===== config.mk =====
export PLATFORM = sky130hd
export DESIGN_NAME = hit_monitor
export DESIGN_NICKNAME = d
export VERILOG_FILES = /design/src/rtl/wys_pkg.sv /design/src/rtl/frame_timer.sv /design/src/rtl/hit_monitor.sv
export SDC_FILE = /design/constraint.sdc
export NUM_CORES = 1
export LEC_CHECK = 0
export BUFFER_PORTS_ARGS = -buffer_cell sky130_fd_sc_hd__buf_2
export CORE_MARGIN = 8
export CORE_UTILIZATION = 50
export DETAILED_ROUTE_END_ITERATION = 12
export PLACE_DENSITY = 0.68
export REMOVE_ABC_BUFFERS = 1
export SETUP_SLACK_MARGIN = 0.1
export SLEW_MARGIN = 20
export SYNTH_ARGS = -nofsm -noshare
export SYNTH_HDL_FRONTEND = slang
export SYNTH_SLANG_ARGS = --single-unit

===== constraint.sdc =====
create_clock -name clkin -period 5.1 [get_ports clkin]
set_input_delay 0.51 -clock clkin [delete_from_list [all_inputs] [get_ports clkin]]
set_output_delay 0.51 -clock clkin [all_outputs]
set_load 0.1 [all_outputs]

===== src/rtl/wys_pkg.sv =====
// Shared types and default tuning constants for the Watch Your Step game core.
package wys_pkg;

   typedef enum logic [2:0] {
      S_IDLE,
      S_RUN,
      S_HIT,
      S_FROZEN,
      S_GRACE,
      S_OVER
   } hit_state_t;

   localparam int HIT_FRAMES_DEF   = 2;
   localparam int GRACE_FRAMES_DEF = 120;
   localparam int FLASH_HALF_DEF   = 8;

endpackage


===== src/rtl/frame_timer.sv =====
// Frame-tick down-counter for the grace window plus the flash phase divider.
module frame_timer
   import wys_pkg::*;
#(
   parameter int FLASH_HALF = FLASH_HALF_DEF
) (
   input  logic       clkin,
   input  logic       reset_i,
   input  logic       load,
   input  logic [7:0] load_val,
   input  logic       tick,
   input  logic       phase_clr,
   input  logic       phase_tick,
   output logic       done,
   output logic       phase_wrap
);

   logic [7:0] count;
   logic [3:0] phase;

   // done fires on the tick that takes the count to zero, so the caller can act on that edge
   assign done       = tick && (count <= 8'd1);
   assign phase_wrap = phase_tick && (phase == 4'(FLASH_HALF - 1));

   always_ff @(posedge clkin or negedge reset_i) begin
      if (!reset_i)
         count <= 8'd0;
      else if (load)
         count <= load_val;
      else if (tick && count != 8'd0)
         count <= count - 8'd1;
   end

   always_ff @(posedge clkin or negedge reset_i) begin
      if (!reset_i)
         phase <= 4'd0;
      else if (phase_clr || phase_wrap)
         phase <= 4'd0;
      else if (phase_tick)
         phase <= phase + 4'd1;
   end

endmodule


===== src/rtl/hit_monitor.sv =====
// Round controller: qualifies hazard hits, pulses the lives decrement, freezes play
// until restart/game over, then runs a grace window with a flashing player.
module hit_monitor
   import wys_pkg::*;
#(
   parameter int HIT_FRAMES   = HIT_FRAMES_DEF,
   parameter int GRACE_FRAMES = GRACE_FRAMES_DEF,
   parameter int FLASH_HALF   = FLASH_HALF_DEF
) (
   input  logic clkin,
   input  logic reset_i,
   input  logic refresh,
   input  logic game_started,
   input  logic hazard_hit,
   input  logic restart,
   input  logic game_over,
   output logic stop_game,
   output logic stop,
   output logic grace,
   output logic flash,
   output logic over
);

   hit_state_t state, state_nxt;
   logic [2:0] hit_cnt, hit_cnt_nxt;
   logic       gs_q;
   logic       flash_nxt;
   logic       tmr_load, tmr_tick, tmr_done;
   logic       ph_clr, ph_tick, ph_wrap;
   logic       in_flash, nxt_flash;

   frame_timer #(.FLASH_HALF(FLASH_HALF)) u_timer (
      .clkin      (clkin),
      .reset_i    (reset_i),
      .load       (tmr_load),
      .load_val   (8'(GRACE_FRAMES)),
      .tick       (tmr_tick),
      .phase_clr  (ph_clr),
      .phase_tick (ph_tick),
      .done       (tmr_done),
      .phase_wrap (ph_wrap)
   );

   always_ff @(posedge clkin or negedge reset_i) begin
      if (!reset_i) begin
         state   <= S_IDLE;
         hit_cnt <= 3'd0;
         gs_q    <= 1'b0;
      end else begin
         state   <= state_nxt;
         hit_cnt <= hit_cnt_nxt;
         gs_q    <= game_started;
      end
   end

   always_comb begin
      state_nxt   = state;
      hit_cnt_nxt = 3'd0;
      unique case (state)
         S_IDLE:
            if (game_started && !gs_q) state_nxt = S_RUN;
         S_RUN:
            if (!game_started) state_nxt = S_IDLE;
            else begin
               hit_cnt_nxt = hit_cnt;
               if (refresh) begin
                  hit_cnt_nxt = !hazard_hit ? 3'd0 :
                                (hit_cnt == 3'd7) ? hit_cnt : hit_cnt + 3'd1;
                  if (hit_cnt_nxt >= 3'(HIT_FRAMES)) state_nxt = S_HIT;
               end
            end
         // HIT always completes its pulse, even if the game is abandoned
         S_HIT:
            state_nxt = S_FROZEN;
         S_FROZEN:
            if (!game_started) state_nxt = S_IDLE;
            else if (game_over) state_nxt = S_OVER;
            else if (restart)   state_nxt = S_GRACE;
         S_GRACE:
            if (!game_started) state_nxt = S_IDLE;
            else if (tmr_done) state_nxt = S_RUN;
         S_OVER:
            if (!game_started) state_nxt = S_IDLE;
         default:
            state_nxt = S_IDLE;
      endcase
      if (state_nxt != S_RUN) hit_cnt_nxt = 3'd0;
   end

   assign in_flash  = (state == S_FROZEN) || (state == S_GRACE);
   assign nxt_flash = (state_nxt == S_FROZEN) || (state_nxt == S_GRACE);
   assign tmr_load  = (state == S_FROZEN) && (state_nxt == S_GRACE);
   assign tmr_tick  = refresh && (state == S_GRACE);
   assign ph_tick   = refresh && in_flash;
   assign ph_clr    = !nxt_flash;

   always_comb begin
      flash_nxt = 1'b0;
      if (state == S_HIT)
         flash_nxt = 1'b1;
      else if (in_flash && nxt_flash)
         flash_nxt = flash ^ ph_wrap;
   end

   always_ff @(posedge clkin or negedge reset_i) begin
      if (!reset_i) begin
         stop_game <= 1'b0;
         stop      <= 1'b0;
         grace     <= 1'b0;
         flash     <= 1'b0;
         over      <= 1'b0;
      end else begin
         stop_game <= (state_nxt == S_HIT);
         stop      <= (state_nxt == S_HIT) || (state_nxt == S_FROZEN) || (state_nxt == S_OVER);
         grace     <= (state_nxt == S_GRACE);
         flash     <= flash_nxt;
         over      <= (state_nxt == S_OVER);
      end
   end

endmodule


==> flow_summary.json <==
{
  "setup_ws_ps": 3020,
  "worst_pin_slew_ps": 548,
  "hold_viol": 0,
  "ios": 12,
  "timing.fmax_mhz": 480,
  "synth_top_area_share_pct": 45.4,
  "clkTransAtPathRegs_ps": 120,
  "ys_top_cells_by_count": "24 x dfrtp_1, 16 x nor2_1, 12 x nand2_1",
  "dp_hpwl_mm": 1.91,
  "grt_pass1_vias": 981,
  "die_area_mm2": 0.00455,
  "grt-ovfl-total": 0,
  "cts-buffers-inserted": 3,
  "cp_data_required_time_ps": 5300,
  "clk_path_buf_depth": 2,
  "cp-start-kind": "flip-flop",
  "grt_setup_unrepaired": "false",
  "fin_tns_setup_ps": 0,
  "setup_viol": 0,
  "critPathMaxFanout": 8,
  "multiInputGateArea_um2": 684,
  "start_util_pct": 53.0,
  "dr_total_vias": 1038,
  "first_pass_iters": 4,
  "syn_area_mm2": 0.00132,
  "path_class": "flip-flop to flip-flop",
  "maxSlewViolCount": 0,
  "drc_errors": 0,
  "diodes": 0,
  "clock_sinks": 24,
  "antenna_found_initial": 0,
  "fin_skew_ps": 1.47,
  "grt_pass1_wl_mm": 4.34,
  "synth_most_common_cell": "dfrtp_1",
  "vias_per_cell": 5.86,
  "clk_latency_ps": 300,
  "ant_nets": 0,
  "avgSynthCellArea_um2": 9.59,
  "total_power_uw": 292,
  "wire_per_inst_um": 14.1,
  "port-buffer-count": 11,
  "core_area_mm2": 0.00250,
  "fin_nets": 160,
  "synthFlopType": "dfrtp_1",
  "synth_cell_type_count": 42,
  "hold_path_class": "input port to asynchronous set/reset pin",
  "die_x_um": 67.5,
  "ir_drop_v": 0.000136,
  "grt.total_usage_pct": 12.2,
  "gp_congestion": 0.789,
  "area_delta_synth_final_pct": 6.62,
  "yosysTopAreaCell": "dfrtp_1",
  "finalCoreUtilization_pct": 56.5,
  "synth_area_leaders": "dfrtp_1 45%, nor2_1 4.5%, ha_1 3.8%",
  "seq_area_um2": 601,
  "drive_gt1_share_pct": 12.9,
  "timing.final.crit_share_pct": 40.8,
  "htreeDepth": 1,
  "dr.first_iter.drc_count": 88,
  "seq_area_frac_synth_pct": 45.4,
  "period_needed_ps": 2080,
  "end_kind": "flip-flop",
  "cts_tree": "built",
  "cts-root-buf": "clkbuf_4",
  "yosys_register_bits": 24,
  "fp-row-count": 18,
  "cellLeakagePower_nw": 0.656,
  "cts_resized": 0,
  "fp.dieH_um": 67.5,
  "max-cap-violations": 0,
  "ctsHoldBuffers": 0,
  "cts_setup_buffers": 0,
  "synth_edf_count": 0,
  "yosys_warnings": 0,
  "synth_cells": 138,
  "slew_headroom_pct": 63.0,
  "power.density_mw_per_mm2": 207,
  "worst-endpoint-arrival_ps": 2280,
  "drt-total-wl_mm": 2.50,
  "run_status": "complete, no violations",
  "fillers": 217,
  "pre_cts_slack_ps": 2960,
  "grt_max_degree": 25,
  "synth-async-reset-ratio_pct": 100
}
per-stage QoR:
stage / hold slack (ps) / area (µm²) / cells
4_1_cts: 181 / 1410 / 177
3_3_place_gp: 514 / 1390 / 174
2_1_floorplan: 214 / 1300 / 133
6_report: 168 / 1410 / 177
3_5_place_dp: 527 / 1390 / 174
5_1_grt: 189 / 1410 / 177
registers in the layout, summed over array words and instances, names as in the netlist:
signal and flops:
state 3, flash 1, u_timer.phase 4, stop 1
u_timer.count 8, grace 1, gs_q 1, stop_game 1
hit_cnt 3, over 1
cell families after synthesis:
group | count (synthesis) | synth area share, %
DFF | 24 | 45.4
xor gates and xnor gates | 5 | 3.31
AOI/OAI and AO/OA | 28 | 14.8
muxes | 4 | 3.02
and+or+nand+nor | 65 | 26.7
adders and majority gates | 4 | 3.78
buffers and inverters | 8 | 2.93
final timing paths:
path / to / startpoint / depth (start not counted) / slack, ps
max: u_timer.count[3] / u_timer.count[4] / 5 / 3020
min: stop / reset_i / 1 / 170
max reg2reg: u_timer.count[3] / u_timer.count[4] / 5 / 3020
min reg2reg: flash / flash / 3 / 570
max in group asynchronous: u_timer.count[3] / reset_i / 1 / 4580
min in group clkin: gs_q / game_started / 1 / 380
where the power goes:
part           leakage (nW)  internal [mW]  switching (mW)
registers             0.326          0.192         0.00318
logic                 0.316        0.00654          0.0124
clock network        0.0138         0.0275          0.0505
total                 0.656          0.226          0.0661
cell type report:
| class | count | area share [%] |
|---|---|---|
| timing repair buffer | 11 | 3.90 |
| sequential | 24 | 42.6 |
| tap | 30 | 2.66 |
| inverter | 3 | 0.798 |
| clock buffer | 3 | 1.60 |
| multi-input combinational | 106 | 48.5 |
worst max-delay path, cell delays in order (launching register included):
cell       delay [ps]
dfrtp_1           470
nor4_4            410
o2111ai_1         200
a32o_2            330
and3_1            260
a311o_1           300
routing by layer:
metal	track usage, %	vias to the layer above	part of all wire (%)
met5	0	-	0
met4	5.74	0	1.2
met3	1.99	4	4.8
met2	18.2	22	46
met1	16.7	499	48
li1	-	513	-
cell usage in the layout, fill, tap and decap left out, drive strengths merged, types with 2 or more instances in the layout:
master / synthesis / layout
mux2i: 4 / 4
dfrtp: 24 / 24
a21oi: 8 / 8
nand2: 12 / 12
nand4: 2 / 2
a211oi: 2 / 2
clkbuf: 3 / 3
xor2: 2 / 2
nor2: 16 / 16
nor4: 2 / 2
and2: 3 / 3
o21a: 2 / 2
nand2b: 6 / 6
xnor2: 3 / 3
o2111ai: 2 / 2
nor3: 7 / 7
nand3: 4 / 4
nor3b: 2 / 2
nor2b: 4 / 4
inv: 3 / 3
o21ai: 3 / 3
buf: 2 / 11
a21boi: 2 / 2
ha: 4 / 4
Note: power is estimated with default switching activity, not from simulation.
